$ cat src/rtl/vedic_mac_acc.sv
// Signed int8 multiply-accumulate with a Vedic 8x8 multiplier, valid/ready in/out streams.
// Optional saturation on accumulator overflow when VEDIC_MAC_SAT_EN is defined.

module vedic8_x_8_sc (
  input  logic signed [7:0]  a,
  input  logic signed [7:0]  b,
  output logic signed [15:0] p
);
  logic [7:0]  ua, ub;
  logic [7:0]  q0, q1, q2, q3;
  logic [8:0]  mid;
  logic [15:0] mag;
  logic        neg;

  // Sign-magnitude: |-128| = 128 still fits in 8 unsigned bits, so (-128)^2 is exact.
  always_comb begin
    ua  = a[7] ? (~a + 8'd1) : a;
    ub  = b[7] ? (~b + 8'd1) : b;
    neg = a[7] ^ b[7];
    q0  = {4'b0, ua[3:0]} * {4'b0, ub[3:0]};
    q1  = {4'b0, ua[7:4]} * {4'b0, ub[3:0]};
    q2  = {4'b0, ua[3:0]} * {4'b0, ub[7:4]};
    q3  = {4'b0, ua[7:4]} * {4'b0, ub[7:4]};
    mid = {1'b0, q1} + {1'b0, q2};
    mag = {q3, q0} + {3'b0, mid, 4'b0};
    p   = neg ? -$signed(mag) : $signed(mag);
  end
endmodule

module vedic_mac_acc #(
  parameter int ACC_W = 32,
  parameter int CNT_W = 16
) (
  input  logic                    clk,
  input  logic                    rst_n,
  input  logic                    clr,
  input  logic                    in_valid,
  output logic                    in_ready,
  input  logic signed [7:0]       in_a,
  input  logic signed [7:0]       in_b,
  input  logic                    in_last,
  output logic                    out_valid,
  input  logic                    out_ready,
  output logic signed [ACC_W-1:0] out_acc,
  output logic [CNT_W-1:0]        out_count,
  output logic                    overflow,
  output logic                    busy
);
  typedef enum logic [1:0] {ACC, DRAIN, DONE} state_t;

  state_t                  state, state_nxt;
  logic                    accept, hs;
  logic signed [7:0]       a_p1, b_p1;
  logic                    last_p1, vld_p1;
  logic signed [15:0]      prod;
  logic signed [15:0]      p_p2;
  logic                    last_p2, vld_p2;
  logic signed [ACC_W-1:0] acc, p_ext, sum, acc_nxt;
  logic [CNT_W-1:0]        count;
  logic                    ovf, add_ovf;

  function automatic logic ovf_det(input logic signed [ACC_W-1:0] x,
                                   input logic signed [ACC_W-1:0] y,
                                   input logic signed [ACC_W-1:0] s);
    return (x[ACC_W-1] == y[ACC_W-1]) && (s[ACC_W-1] != x[ACC_W-1]);
  endfunction

`ifdef VEDIC_MAC_SAT_EN
  function automatic logic signed [ACC_W-1:0] sat_val(input logic signed [ACC_W-1:0] x,
                                                      input logic signed [ACC_W-1:0] s,
                                                      input logic                    ov);
    if (ov)
      return x[ACC_W-1] ? {1'b1, {(ACC_W-1){1'b0}}} : {1'b0, {(ACC_W-1){1'b1}}};
    return s;
  endfunction
`endif

  assign accept = in_valid && in_ready;
  assign hs     = out_valid && out_ready;

  // S1: operand capture
  always_ff @(posedge clk) begin
    if (accept && !clr) begin
      a_p1 <= in_a;
      b_p1 <= in_b;
    end
  end

  vedic8_x_8_sc u_mul (.a(a_p1), .b(b_p1), .p(prod));

  // S2: product register
  always_ff @(posedge clk) begin
    if (vld_p1) p_p2 <= prod;
  end

  always_ff @(posedge clk or negedge rst_n) begin
    if (!rst_n) begin
      vld_p1  <= 1'b0;
      last_p1 <= 1'b0;
      vld_p2  <= 1'b0;
      last_p2 <= 1'b0;
    end else if (clr) begin
      vld_p1  <= 1'b0;
      last_p1 <= 1'b0;
      vld_p2  <= 1'b0;
      last_p2 <= 1'b0;
    end else begin
      vld_p1  <= accept;
      last_p1 <= accept && in_last;
      vld_p2  <= vld_p1;
      last_p2 <= vld_p1 && last_p1;
    end
  end

  always_comb begin
    p_ext   = ACC_W'(p_p2);
    sum     = acc + p_ext;
    add_ovf = ovf_det(acc, p_ext, sum);
`ifdef VEDIC_MAC_SAT_EN
    acc_nxt = sat_val(acc, sum, add_ovf);
`else
    acc_nxt = sum;
`endif
  end

  // S3: accumulate; output handshake and clr both start a fresh vector
  always_ff @(posedge clk or negedge rst_n) begin
    if (!rst_n) begin
      acc   <= '0;
      count <= '0;
      ovf   <= 1'b0;
    end else if (clr || hs) begin
      acc   <= '0;
      count <= '0;
      ovf   <= 1'b0;
    end else if (vld_p2) begin
      acc   <= acc_nxt;
      count <= (&count) ? count : count + CNT_W'(1);
      ovf   <= ovf | add_ovf;
    end
  end

  always_ff @(posedge clk or negedge rst_n) begin
    if (!rst_n) state <= ACC;
    else        state <= state_nxt;
  end

  always_comb begin
    state_nxt = state;
    in_ready  = 1'b0;
    out_valid = 1'b0;
    case (state)
      ACC: begin
        in_ready = 1'b1;
        if (in_valid && in_last) state_nxt = DRAIN;
      end
      DRAIN: begin
        if (vld_p2 && last_p2) state_nxt = DONE;
      end
      DONE: begin
        out_valid = 1'b1;
        if (out_ready) state_nxt = ACC;
      end
      default: state_nxt = ACC;
    endcase
    if (clr) state_nxt = ACC;
  end

  assign out_acc   = acc;
  assign out_count = count;
  assign overflow  = ovf;
  assign busy      = vld_p1 || vld_p2 || (state != ACC);
endmodule
$ cat config.mk
export PLATFORM = sky130hd
export DESIGN_NAME = vedic_mac_acc
export DESIGN_NICKNAME = d
export VERILOG_FILES = /design/src/rtl/vedic_mac_acc.sv
export SDC_FILE = /design/constraint.sdc
export NUM_CORES = 1
export LEC_CHECK = 0
export CORE_ASPECT_RATIO = 2
export CORE_UTILIZATION = 59
export CTS_CLUSTER_DIAMETER = 60
export CTS_CLUSTER_SIZE = 28
export DETAILED_ROUTE_END_ITERATION = 8
export PLACE_DENSITY = 0.81
export SLEW_MARGIN = 30
export SYNTH_ARGS = -nofsm -noshare
export SYNTH_HDL_FRONTEND = slang
export SYNTH_SLANG_ARGS = --single-unit
export TNS_END_PERCENT = 30
$ cat constraint.sdc
create_clock -name clk -period 7.22 [get_ports clk]
set_input_delay 0.722 -clock clk [delete_from_list [all_inputs] [get_ports clk]]
set_output_delay 0.722 -clock clk [all_outputs]
set_load 0.01 [all_outputs]
; Word level (Yosys, flattened, before mapping)
; Cells that the tools add are included.
[word_totals]
ff_bits = 87
inputBits = 22
output_inout_bits = 52
word_cells = 73
[classes]
add_sub_neg = 7
n_mul = 4
eq_ne = 8
n_mux = 21
bitwise = 4
n_reduce_logical = 18
[ops]
columns = cell, n
row1 = 2-to-1 mux 16 bit, 4
row2 = 2-to-1 mux 32 bit, 2
row3 = adder 32 x 16 -> 32 bit, 1
row4 = multiplier 4 x 4 -> 8 bit, 4
row5 = "adder 16 x 1 -> 16 bit, second input constant", 1
row6 = adder 16 x 13 -> 16 bit, 1
row7 = "adder 8 x 1 -> 8 bit, second input constant", 2
row8 = 2-to-1 mux 8 bit, 2
row9 = negator 16 bit, 1
row10 = inverter 8 bit, 2
row11 = AND reduction 16 bit, 1
row12 = adder 8 x 8 -> 9 bit, 1
row13 = "!= test 3 bit, second input constant", 3
row14 = logical AND 1 bit, 8
row15 = 2-to-1 mux 1 bit, 8
row16 = 2-to-1 mux 2 bit, 4
row17 = case mux 2 bit (3 select lines), 1
row18 = nonzero test 2 bit, 2
row19 = logical OR 1 bit, 3
row20 = AND reduction 3 bit, 1
row21 = "== test 2 x 1 -> 1 bit, second input constant", 1
row22 = "== test 2 bit, second input constant", 1
row23 = zero test 2 bit, 1
row24 = "!= test 2 bit, second input constant", 1
row25 = other kinds (6), 6

; Longest topological paths before layout
; Gate-level depths: netlist of the first run.
[depth]
word_depth = 8
ltp_mapped = 27
ltp_nobuf = 27

; By module
; Synthesis of the first run repeated with hierarchy kept, for this count alone.
[hier_totals]
cells_unflattened = 835
hier_area_um2 = 7846.3
[modules_own_cells]
columns = mod, n_inst, cells_per_inst, area_per_inst_um2
row1 = vedic_mac_acc, 1, 462, 4981.0
row2 = vedic8_x_8_sc, 1, 373, 2865.2

; Worst setup path before layout of the first run
; OpenSTA, ideal clock, no wires.
[synth_path]
path_type = register -> register
from = register b_p1[0]
to = register p_p2[14], data pin
arrival_ns = 6.326
t_required_ns = 6.958
path_slack_ns = 0.632
stages_incl_launch_ff = 26
path_buffers = 0
cell_sequence = edfxtp_1 -> inv_1 -> ha_1 -> nand2b_1 -> o41ai_1 -> xor2_1 -> or2_2 -> fa_1 -> fa_1 -> inv_1 -> fa_1 -> inv_1 -> fa_1 -> inv_1 -> fa_1 -> a21oi_1 -> nor2_1 -> nor2_1 -> xnor2_1 -> ha_1 -> or4b_2 -> o2111ai_1 -> nor2_1 -> nand4bb_1 -> o31ai_1 -> xnor2_1
[synth_between]
elab_chain_cells = 8
elab_cells_between_ends = 11
classes_between = add/sub: 4 / mul: 4 / mux: 2 / bitwise: 1
[synth_lines]
columns = element, line_no
row1 = "start, declared", 53  ; logic signed [7:0] a_p1, b_p1;
row2 = "start signal, assigned", 85  ; b_p1 <= in_b;
row3 = inverter 8 bit, 18  ; ub = b[7] ? (~b + 8'd1) : b;
row4 = adder 8 x 1 -> 8 bit, 18
row5 = 2-to-1 mux 8 bit *, 18
row6 = multiplier 4 x 4 -> 8 bit (on tied branches), "21, 22"
row7 = adder 8 x 8 -> 9 bit, 24  ; mid = {1'b0, q1} + {1'b0, q2};
row8 = adder 16 x 13 -> 16 bit *, 25  ; mag = {q3, q0} + {3'b0, mid, 4'b0};
row9 = negator 16 bit, 26  ; p = neg ? -$signed(mag) : $signed(mag);
row10 = 2-to-1 mux 16 bit *, 26
row11 = via prod[14], 55  ; logic signed [15:0] prod;
row12 = "end signal, assigned", 93  ; if (vld_p1) p_p2 <= prod;
row13 = "end, declared", 56  ; logic signed [15:0] p_p2;
; The timed path passes the listed nets; every way through them passes the cells marked *.
; A chain may end at the register's enable or synchronous reset.

; Final worst setup path of the first run
[layout_path]
from = register b_p1[2]
to = register p_p2[15], data pin
[layout_between]
elab_chain_cells = 8
elab_cells_between_ends = 11
classes_between = add/sub: 4 / mul: 4 / mux: 2 / bitwise: 1
[layout_lines]
columns = element, line_no
row1 = inverter 8 bit, 18
row2 = adder 8 x 1 -> 8 bit, 18
row3 = 2-to-1 mux 8 bit *, 18
row4 = multiplier 4 x 4 -> 8 bit (on tied branches), "22, 21"
row5 = adder 8 x 8 -> 9 bit, 24
row6 = adder 16 x 13 -> 16 bit *, 25
row7 = negator 16 bit, 26
row8 = 2-to-1 mux 16 bit *, 26
row9 = via prod[15], 55
; Marked as above.

==> results by group, run 1 <==
Synthesis
  – Synth Net Count: slightly above 1000
  – Synth top area cells: dfrtp_1 (17%), ha_1 (14%), edfxtp_1 (12%)
  – Mapped Area: ~8000 um^2
  – Number of synthesized flops with an enable pin: 32
  – Part of the Yosys area used for sequential elements: between 20 and 30%
  – Gate Count Post-Synth: approximately 870
  – FF+latch count, synth: between 80 and 90
  – Fraction of registers with async set/reset: approximately 63%
  – YS warnings: 0
  – Synth top cells by count: nor2_1 (119), ha_1 (89), inv_1 (78), nand2_1 (60), dfrtp_1 (55)
  – Synth unique cells: 70
  – Synth top area share: 17.5%
  – Mean area per synthesized cell: between 9 and 10 um^2
  – Dominant cell type by area after synthesis: dfrtp_1
  – Top FF cell, synth: dfrtp_1
  – Most common cell in the netlist: nor2_1

Timing
  – Fmax: 146 MHz
  – Unrepaired setup endpoints after global routing: false
  – Final hold vios: 0
  – Setup_tns: 0 ps
  – Clk_skew: between 15 and 20 ps
  – Final Cycle Share: 94.6%
  – # setup viols final: 0
  – Tightest Pin Transition: between 700 and 800 ps
  – Setup slack after layout: around 390 ps
  – Crit path time final: approximately 7000 ps
  – Relative slew slack: a little under half
  – Pins Over Slew Limit: 0

Clock network
  – # H-tree levels: 3
  – Clk Latency, worst-skew pair: 360 ps
  – Num CTS Buffers: 9
  – CTS tree: yes
  – CTS clk-pin slew, worst paths: about 80 ps
  – Root Buffer: clkbuf_16
  – CTS Hold Buffers Added: 0
  – Num Clock Sinks: 87
  – Clock Tree Buf Depth: 2

Global route
  – Initial antenna violation count: 0
  – Grt ovf: 0
  – Tot GR Track Use: 27.9%
  – Number of global-route vias before repair: approximately 7000
  – Largest net degree at the start of global routing: 56
  – First-pass GRT wire length: between 30000 and 40000 um

Layout
  – ANT cells: 0
  – Utilization after layout: between 70 and 80%
  – # fillers: 1038
  – Final nets: around 1100
  – Area Overhead vs Synth: 16.4%
  – Share of cells above drive strength 1: under 10%

Setup path
  – Critical Path AT: 6920 ps
  – Slowest stage delay, CP: roughly 550 ps
  – Crit. End Element: flop
  – FF-to-FF Start: b_p1[2]
  – Critical path launch point type: flop
  – R2R Path End: p_p2[15]
  – Worst R2R Setup Slack: 390 ps
  – FF-to-FF path depth: 25
  – Critical path's slowest cell: fa_1
  – Req. time, crit path: around 7300 ps
  – Critical path class: flop to flop
  – Most used cell, CP: fa_1
  – Crit Path Max Fanout: 7

Power
  – Reg power frac: between 20% and 30%
  – Power Dens Cells: 237 nW/um^2
  – Peak VDD IR: 0.160 mV
  – Cell Int Power: 1.30 mW
  – Sw Ratio: roughly 40%
  – Power share of the clock group: 22.0%
  – P_sw: slightly below 900 uW
  – Combinational share of power: approximately half
  – Leak pwr: 4.19 nW

Detailed routing
  – DRT iter0 DRCs: 294
  – DR vias: about 6600
  – Vias per cell: roughly 6.0
  – DR pass1 iterations: 4
  – Wirelength per Cell: about 17 um
  – Antenna-violating nets left: 0
  – Final WL: ~19000 um
  – DRC viols: 0

Floorplan
  – Cell row count: about 60
  – Core ar.: 13000 um^2
  – Starting density of the core: slightly above 60%
  – DIE AREA: 13800 um^2
  – Die X: roughly 84 um
  – Die H: roughly 170 um
  – I/O pin cnt: 74

Hold path
  – Hold depth: 1
  – Hold EP: last_p2
  – Hold_sp: last_p1
  – HP Class: flop to flop

Placement
  – Dpl hpwl: ~15000 um
  – Final RePlAce weighted congestion: just under 1
  – Place WS: approximately 420 ps
  – Number of buffers added on ports: 73

Run status
  – Run status: finished clean

Flow run
  – Max-Cap Viols: 0
## final cells by class
cell class	instances	area, um^2	area share [%]
multi-input combinational	690	5160	56.4
tap	152	190	2.08
clock buffer	9	225	2.46
inverter	78	293	3.20
timing repair buffer	92	868	9.49
sequential	87	2340	25.5
clock inverter	7	78.8	0.861
## cell usage in the layout, fill, tap and decap left out, drive strengths merged, types with 3 or more instances in the layout
cell type,netlist,layout
clkdlybuf4s50,0,72
clkbuf,12,9
nand2b,11,11
nand3,8,8
xnor2,51,51
nor2b,5,5
fa,28,28
o21ai,45,45
a21o,24,24
o21a,6,6
o31a,4,4
edfxtp,32,32
nor3,8,8
o21bai,11,11
nand4,9,9
xor2,31,31
a221oi,4,4
or2,20,20
buf,4,20
inv,78,83
mux2i,18,18
a21oi,55,55
a31oi,7,7
and3,6,6
nor2,119,119
o2111ai,3,3
or3,10,10
nand2,60,60
o31ai,8,8
nor4,4,4
o211ai,4,4
ha,89,89
dfrtp,55,55
and2,3,3
a211oi,7,7
## state kept, by name (all words and copies together), names as in the netlist
register	count
out_acc	32
out_count	16
p_p2	16
a_p1	8
b_p1	8
state	2
last_p1	1
last_p2	1
overflow	1
vld_p1	1
vld_p2	1
## layer usage
layer | part of all wire [%] | vias to the layer above | global-route usage, % | routed length (um)
li1 | - | 3222 | - | -
met1 | 32 | 3184 | 23.6 | 6020
met2 | 59 | 154 | 58.1 | 11000
met3 | 2.1 | 76 | 3.48 | 383
met4 | 6.5 | 0 | 19.1 | 1220
met5 | 0 | - | 0 | 0
## stage by stage
stage	hold slack (ps)	power, mW	cells	area, um^2
3_3_place_gp	443	1.65	1099	8850
4_1_cts	481	2.17	1115	9150
2_1_floorplan	426	1.43	872	7870
5_1_grt	523	2.32	1115	9150
6_report	477	2.17	1115	9150
3_5_place_dp	442	1.69	1099	8850
## power groups by stage
stage                     sequential (mW)  combinational (mW)  clock, mW
after global routing                0.614                1.21      0.499
after detailed placement            0.621                1.07          0
after global placement              0.618                1.03          0
after floorplan                     0.617               0.813          0
final                               0.610                1.09      0.478
after CTS                           0.610                1.08      0.484
## worst max path at each step
stage | end | cells after the start | from
3_3_place_gp | p_p2[15] | 25 | b_p1[0]
4_1_cts | p_p2[15] | 25 | b_p1[2]
6_report | p_p2[15] | 25 | b_p1[2]
5_1_grt | p_p2[15] | 27 | b_p1[0]
2_1_floorplan | p_p2[14] | 25 | b_p1[0]
3_5_place_dp | p_p2[15] | 25 | b_p1[2]
## repair_timing
| action | 4_1_cts | 5_1_grt |
|---|---|---|
| endpoints found under the setup margin | 0 | 1 |
| buffers inserted | 0 | 0 |
| resized for setup | 0 | 1 |
## worst max-delay path: cells and delay by family, from the launching register on
kind / cells / cell delay, ps
adders and majority gates: 6 / 2800
and+or+nand+nor: 5 / 1160
AOI/OAI and AO/OA: 6 / 1120
xor gates and xnor gates: 4 / 700
DFF: 1 / 440
buffers and inverters: 4 / 350
## cell families after synthesis
group / after synthesis / synth area share [%]
flip-flops: 87 / 29.7
adder cells (fa/ha/maj): 117 / 21.3
multiplexers: 18 / 2.29
AND/OR/NAND/NOR: 278 / 16.7
XOR/XNOR: 82 / 9.13
AO/OA/AOI/OAI: 195 / 16.1
buffers and inverters: 95 / 4.80
Note: power is estimated with default switching activity, not from simulation.
==> run 2: changes to the inputs <==
--- a/config.mk
+++ b/config.mk
@@ -15,4 +15,4 @@
 export SYNTH_ARGS = -nofsm -noshare
 export SYNTH_HDL_FRONTEND = slang
 export SYNTH_SLANG_ARGS = --single-unit
-export TNS_END_PERCENT = 30
+export TNS_END_PERCENT = 1
==> results of run 2 <==
Same layout as run 1: the final DEF is identical, and so are final timing and power.
